`config.mk`:
```
export PLATFORM = sky130hd
export DESIGN_NAME = fixed_to_float_norm_v
export DESIGN_NICKNAME = d
export VERILOG_FILES = /design/src/rtl/fixed_to_float_norm_v.sv
export SDC_FILE = /design/constraint.sdc
export NUM_CORES = 1
export LEC_CHECK = 0
export CORE_MARGIN = 4
export CORE_UTILIZATION = 53
export DETAILED_ROUTE_END_ITERATION = 16
export GPL_TIMING_DRIVEN = 0
export PLACE_DENSITY = 0.8
export SLEW_MARGIN = 20
export SYNTH_ARGS = -nofsm -noshare
export SYNTH_HDL_FRONTEND = slang
export SYNTH_SLANG_ARGS = --single-unit
```
`constraint.sdc`:
```
create_clock -name CLK -period 3 [get_ports CLK]
set_clock_uncertainty 0.1 [all_clocks]
set_input_delay 0.6 -clock CLK [delete_from_list [all_inputs] [get_ports CLK]]
set_output_delay 0.6 -clock CLK [all_outputs]
set_load 0.05 [all_outputs]
```
`src/rtl/fixed_to_float_norm_v.sv`:
```
// Signed fixed-point (FRAC_BITS fractional bits) to IEEE-754 single converter.
// Define FIXED_TO_FLOAT_ROUND_NEAREST_EN for round-to-nearest-even packing; the default build truncates.
//
// state | meaning
// IDLE  | waiting for BEGIN_FSM_FX, operand captured on the begin edge
// CHECK | classify magnitude: zero, already normalised, or needs shifting
// NORM  | shift magnitude left one bit per cycle until bit31 is set
// PACK  | assemble sign/exponent/mantissa into RESULT
// DONE  | ACK_FX high, held until RST_FSM_FX
module fixed_to_float_norm_v #(
    parameter int FRAC_BITS = 26
) (
    input  logic        CLK,
    input  logic        RST_FX,
    input  logic        RST_FSM_FX,
    input  logic        BEGIN_FSM_FX,
    input  logic [31:0] FIXED,
    output logic        ACK_FX,
    output logic [31:0] RESULT
);

    typedef enum logic [2:0] {
        S_IDLE  = 3'd0,
        S_CHECK = 3'd1,
        S_NORM  = 3'd2,
        S_PACK  = 3'd3,
        S_DONE  = 3'd4
    } state_t;

    // 127 bias + 31 (bit position of the leading one) - FRAC_BITS; count is subtracted at pack time
    localparam logic [7:0] EXP_BASE = 8'(158 - FRAC_BITS);

    state_t      r_state;
    state_t      w_next;
    logic        r_sign;
    logic        r_zero;
    logic [31:0] r_mag;
    logic [4:0]  r_count;
    logic [31:0] r_result;

    logic [31:0] w_abs;
    logic [7:0]  w_exp;
    logic [22:0] w_mant;
    logic [7:0]  w_exp_fin;
    logic [22:0] w_mant_fin;
    logic [31:0] w_packed;

    assign w_abs  = FIXED[31] ? (~FIXED + 32'd1) : FIXED;
    assign w_exp  = EXP_BASE - {3'b000, r_count};
    assign w_mant = r_mag[30:8];

`ifdef FIXED_TO_FLOAT_ROUND_NEAREST_EN
    logic        w_round_up;
    logic [23:0] w_mant_inc;

    assign w_round_up = r_mag[7] & ((|r_mag[6:0]) | r_mag[8]);
    assign w_mant_inc = {1'b0, w_mant} + 24'd1;

    always_comb begin
        w_exp_fin  = w_exp;
        w_mant_fin = w_mant;
        if (w_round_up) begin
            if (w_mant_inc[23]) begin
                w_mant_fin = 23'd0;
                w_exp_fin  = w_exp + 8'd1;
            end else begin
                w_mant_fin = w_mant_inc[22:0];
            end
        end
    end
`else
    assign w_exp_fin  = w_exp;
    assign w_mant_fin = w_mant;
`endif

    // zero always packs as +0
    assign w_packed = r_zero ? 32'h0000_0000 : {r_sign, w_exp_fin, w_mant_fin};

    always_ff @(posedge CLK) begin
        if (RST_FX) begin
            r_state <= S_IDLE;
        end else begin
            r_state <= w_next;
        end
    end

    always_comb begin
        w_next = r_state;
        case (r_state)
            S_IDLE: begin
                if (BEGIN_FSM_FX) begin
                    w_next = S_CHECK;
                end
            end
            S_CHECK: begin
                if ((r_mag == 32'd0) || r_mag[31]) begin
                    w_next = S_PACK;
                end else begin
                    w_next = S_NORM;
                end
            end
            S_NORM: begin
                if (r_mag[30]) begin
                    w_next = S_PACK;
                end
            end
            S_PACK:  w_next = S_DONE;
            S_DONE:  w_next = S_DONE;
            default: w_next = S_IDLE;
        endcase
        if (RST_FSM_FX) begin
            w_next = S_IDLE;
        end
    end

    always_ff @(posedge CLK) begin
        if (RST_FX) begin
            r_sign   <= 1'b0;
            r_zero   <= 1'b0;
            r_mag    <= 32'd0;
            r_count  <= 5'd0;
            r_result <= 32'd0;
        end else if (!RST_FSM_FX) begin
            case (r_state)
                S_IDLE: begin
                    if (BEGIN_FSM_FX) begin
                        r_sign  <= FIXED[31];
                        r_mag   <= w_abs;
                        r_count <= 5'd0;
                        r_zero  <= 1'b0;
                    end
                end
                S_CHECK: r_zero <= (r_mag == 32'd0);
                S_NORM: begin
                    r_mag   <= {r_mag[30:0], 1'b0};
                    r_count <= r_count + 5'd1;
                end
                S_PACK:  r_result <= w_packed;
                default: ;
            endcase
        end
    end

    assign ACK_FX = (r_state == S_DONE);
    assign RESULT = r_result;

endmodule

```
==> metrics <==
outcome finished, final reports clean; final hold vios 0; nets 615; VDD IR max between 200 and 300 uV; Hold Crit Class reg -> reg; Post-Route Utilization 0.696; Worst setup EP type output port; vias in the first global route 3983; largest net degree at the start of global routing 13; Final WS setup about 0.074 ns; Yosys warning count 0; post-synth cell types 48; internal power between 1500 and 2000 uW; Post-synth top cells 74 x dfxtp_1, 66 x nor2_1, 51 x a21oi_1; Cell Pwr Density about 450 nW/um^2; most common cell in the netlist dfxtp_1; final WL between 10000 and 15000 um; Min-Delay Endpoint RESULT[29]$_SDFFE_PP0P_; r2r endpoint r_mag[20]$_SDFFE_PP0P_; Worst-path clk slew about 0.080 ns; RSZ-0062 raised after global routing no; area of the multi-input gates approximately 2400 sq um; Worst Setup Start Kind flop; TritonRoute pass-1 iters 5; asr flop ratio synth 0; synthesized area between 4000 and 5000 sq um; root buf cell clkbuf_8; Hold Path Depth 2; clock power share 0.414; Die Wd roughly 96 um; initial core utilization 0.552; sw power approximately 580 uW; H-Tree Depth 3; # DRC 0; largest cells by area after synthesis dfxtp_1 36%, a21oi_1 6.3%, nor2_1 6.1%, nor3b_1 6.1%, xnor2_1 3.9%; # Max-Cap Violations 0; TritonCTS buffer count 9; CP arrival approximately 2.2 ns; Leak about 0.0017 uW; global-route wire length before repair about 19000 um; post-cts hold buffer count 0; gpl congestion between 0.9 and 1; post-layout min period around 3 ns; slew margin rel. 0.538; WHS roughly 0.35 ns; DR WL/cell about 17 um; CTS tree built; Sw Share 0.248; cell taking the most area after synthesis dfxtp_1; Pwr Total 2330 uW; Top-Level Pins about 70; area grow syn2layout 26.2%; Post-synth EDFFs 0; Reg power frac 0.450; final setup vio count 0; Syn Nets 539; syn_area_per_cell just over 8 sq um; # clock sinks 74; Syn Inst Count 500; fraction of layout cells with a size suffix above 1 0.0757; Slew Viols, Final 0; critical path startpoint r_state[1]$_SDFFE_PP0P_; Reg2Reg Setup Slack around 0.48 ns; Final Cycle Share 0.975; Place WS -0.344 ns; RR Startpoint r_state[1]$_SDFFE_PP0P_; die footprint between 9000 and 10000 sq um; Cell Rows 31; CP Max Fanout 10; #FFs+latches synth 74; CTS max path bufs 2; Worst R2R Path Depth 5; setup TNS 0 ns; Req. time, crit path about 2.3 ns; DRT iter0 DRCs ~250; crit path kind reg -> out; DIE HEIGHT 95.6 um; # diodes 0; gr ovfl total 0; Final HPWL DP 8760 um; top-area cell type share of the netlist area 0.364; # resized after CTS 0; Post-CTS Setup Inserts 0; Storage cell area around 1500 sq um; Vias/cell between 6 and 7; # fillers about 620; gr usage total 0.269; vias roughly 4200; slew at the pin closest to its max-slew limit 0.691 ns; part of the power in combinational logic 0.136; PortBufs 66; worst skew pair latency between 0.3 and 0.4 ns; FMAX ~0.34 GHz; final antenna-violating net count 0; top_reg_cell synth dfxtp_1; core area 7370 sq um; register area share after synthesis 0.364; initial antenna violation count 0; hold path startpoint RESULT[29]$_SDFFE_PP0P_
==> how the worst max path moves through the flow <==
stage | slack (ns) | endpoint
6_report | 0.07 | ACK_FX
5_1_grt | 0.006 | r_mag[23]$_SDFFE_PP0P_
4_1_cts | 0.04 | r_mag[24]$_SDFFE_PP0P_
3_5_place_dp | -0.34 | r_mag[24]$_SDFFE_PP0P_
3_3_place_gp | -0.32 | r_mag[24]$_SDFFE_PP0P_
2_1_floorplan | 0.37 | r_mag[24]$_SDFFE_PP0P_
==> through the flow <==
| stage | cell area (sq um) | cells |
|---|---|---|
| after detailed placement | 4850 | 665 |
| after global placement | 4850 | 665 |
| after CTS | 5100 | 681 |
| final | 5130 | 680 |
| after floorplan | 4070 | 500 |
| after global routing | 5130 | 680 |
==> power groups by stage <==
stage	Sequential (uW)	Combinational (uW)	Clock, uW
after floorplan	1050	191	0
after global placement	1070	300	0
after detailed placement	1070	305	0
after CTS	1040	309	973
after global routing	1050	343	1010
final	1050	317	963
==> cells in the final DEF (no fill, tap or decap), types with 6 or more instances in the layout <==
cell type and count:
o31ai_1 6, clkbuf_8 11, o221ai_1 12, clkbuf_1 40, nor3_1 21, clkdlybuf4s50_1 66, nand2_1 28, a21oi_1 51
mux2i_1 7, dfxtp_1 74, xnor2_1 18, nor3b_1 33, nor4_1 8, nor2_1 66, o41ai_1 11, a211oi_1 6
nand3b_1 10, nand4_1 8, inv_1 7, nand2b_1 9, o21ai_0 7
==> cell families after synthesis <==
logic type	count (synthesis)	share of synthesized area
AO/OA/AOI/OAI	125	0.219
XOR/XNOR	22	0.0474
adder cells (fa/ha/maj)	3	0.00923
buffers and inverters	53	0.0514
flip-flops	74	0.364
multiplexers	8	0.0197
AND/OR/NAND/NOR	215	0.289
==> sequential cells by signal (all words and copies together) (netlist names) <==
signal,flops
RESULT,32
r_mag,32
r_count,5
r_state,3
r_sign,1
r_zero,1
==> critical path: stages, from the launching register on <==
cell and delay [ns]:
dfxtp_1 0.32, clkbuf_1 0.23, nor3b_1 0.45, clkdlybuf4s50_1 0.89
==> per-layer routing <==
metal | up-vias | part of all wire | global-route usage
li1 | 1989 | - | -
met1 | 2016 | 0.41 | 0.328
met2 | 168 | 0.49 | 0.449
met3 | 35 | 0.067 | 0.0679
met4 | 0 | 0.032 | 0.114
met5 | - | 0 | 0
==> layout make-up <==
class                   instances  share of cell area
plain buffers                  44              0.0339
clock buffers                  12              0.0302
clock inverters                 4              0.0190
inverters                       8             0.00585
multi-input cells             373               0.469
flip-flops and latches         74               0.289
well taps                      99              0.0241
repair buffers                 66               0.129
Power figures use the tool's default switching activity.
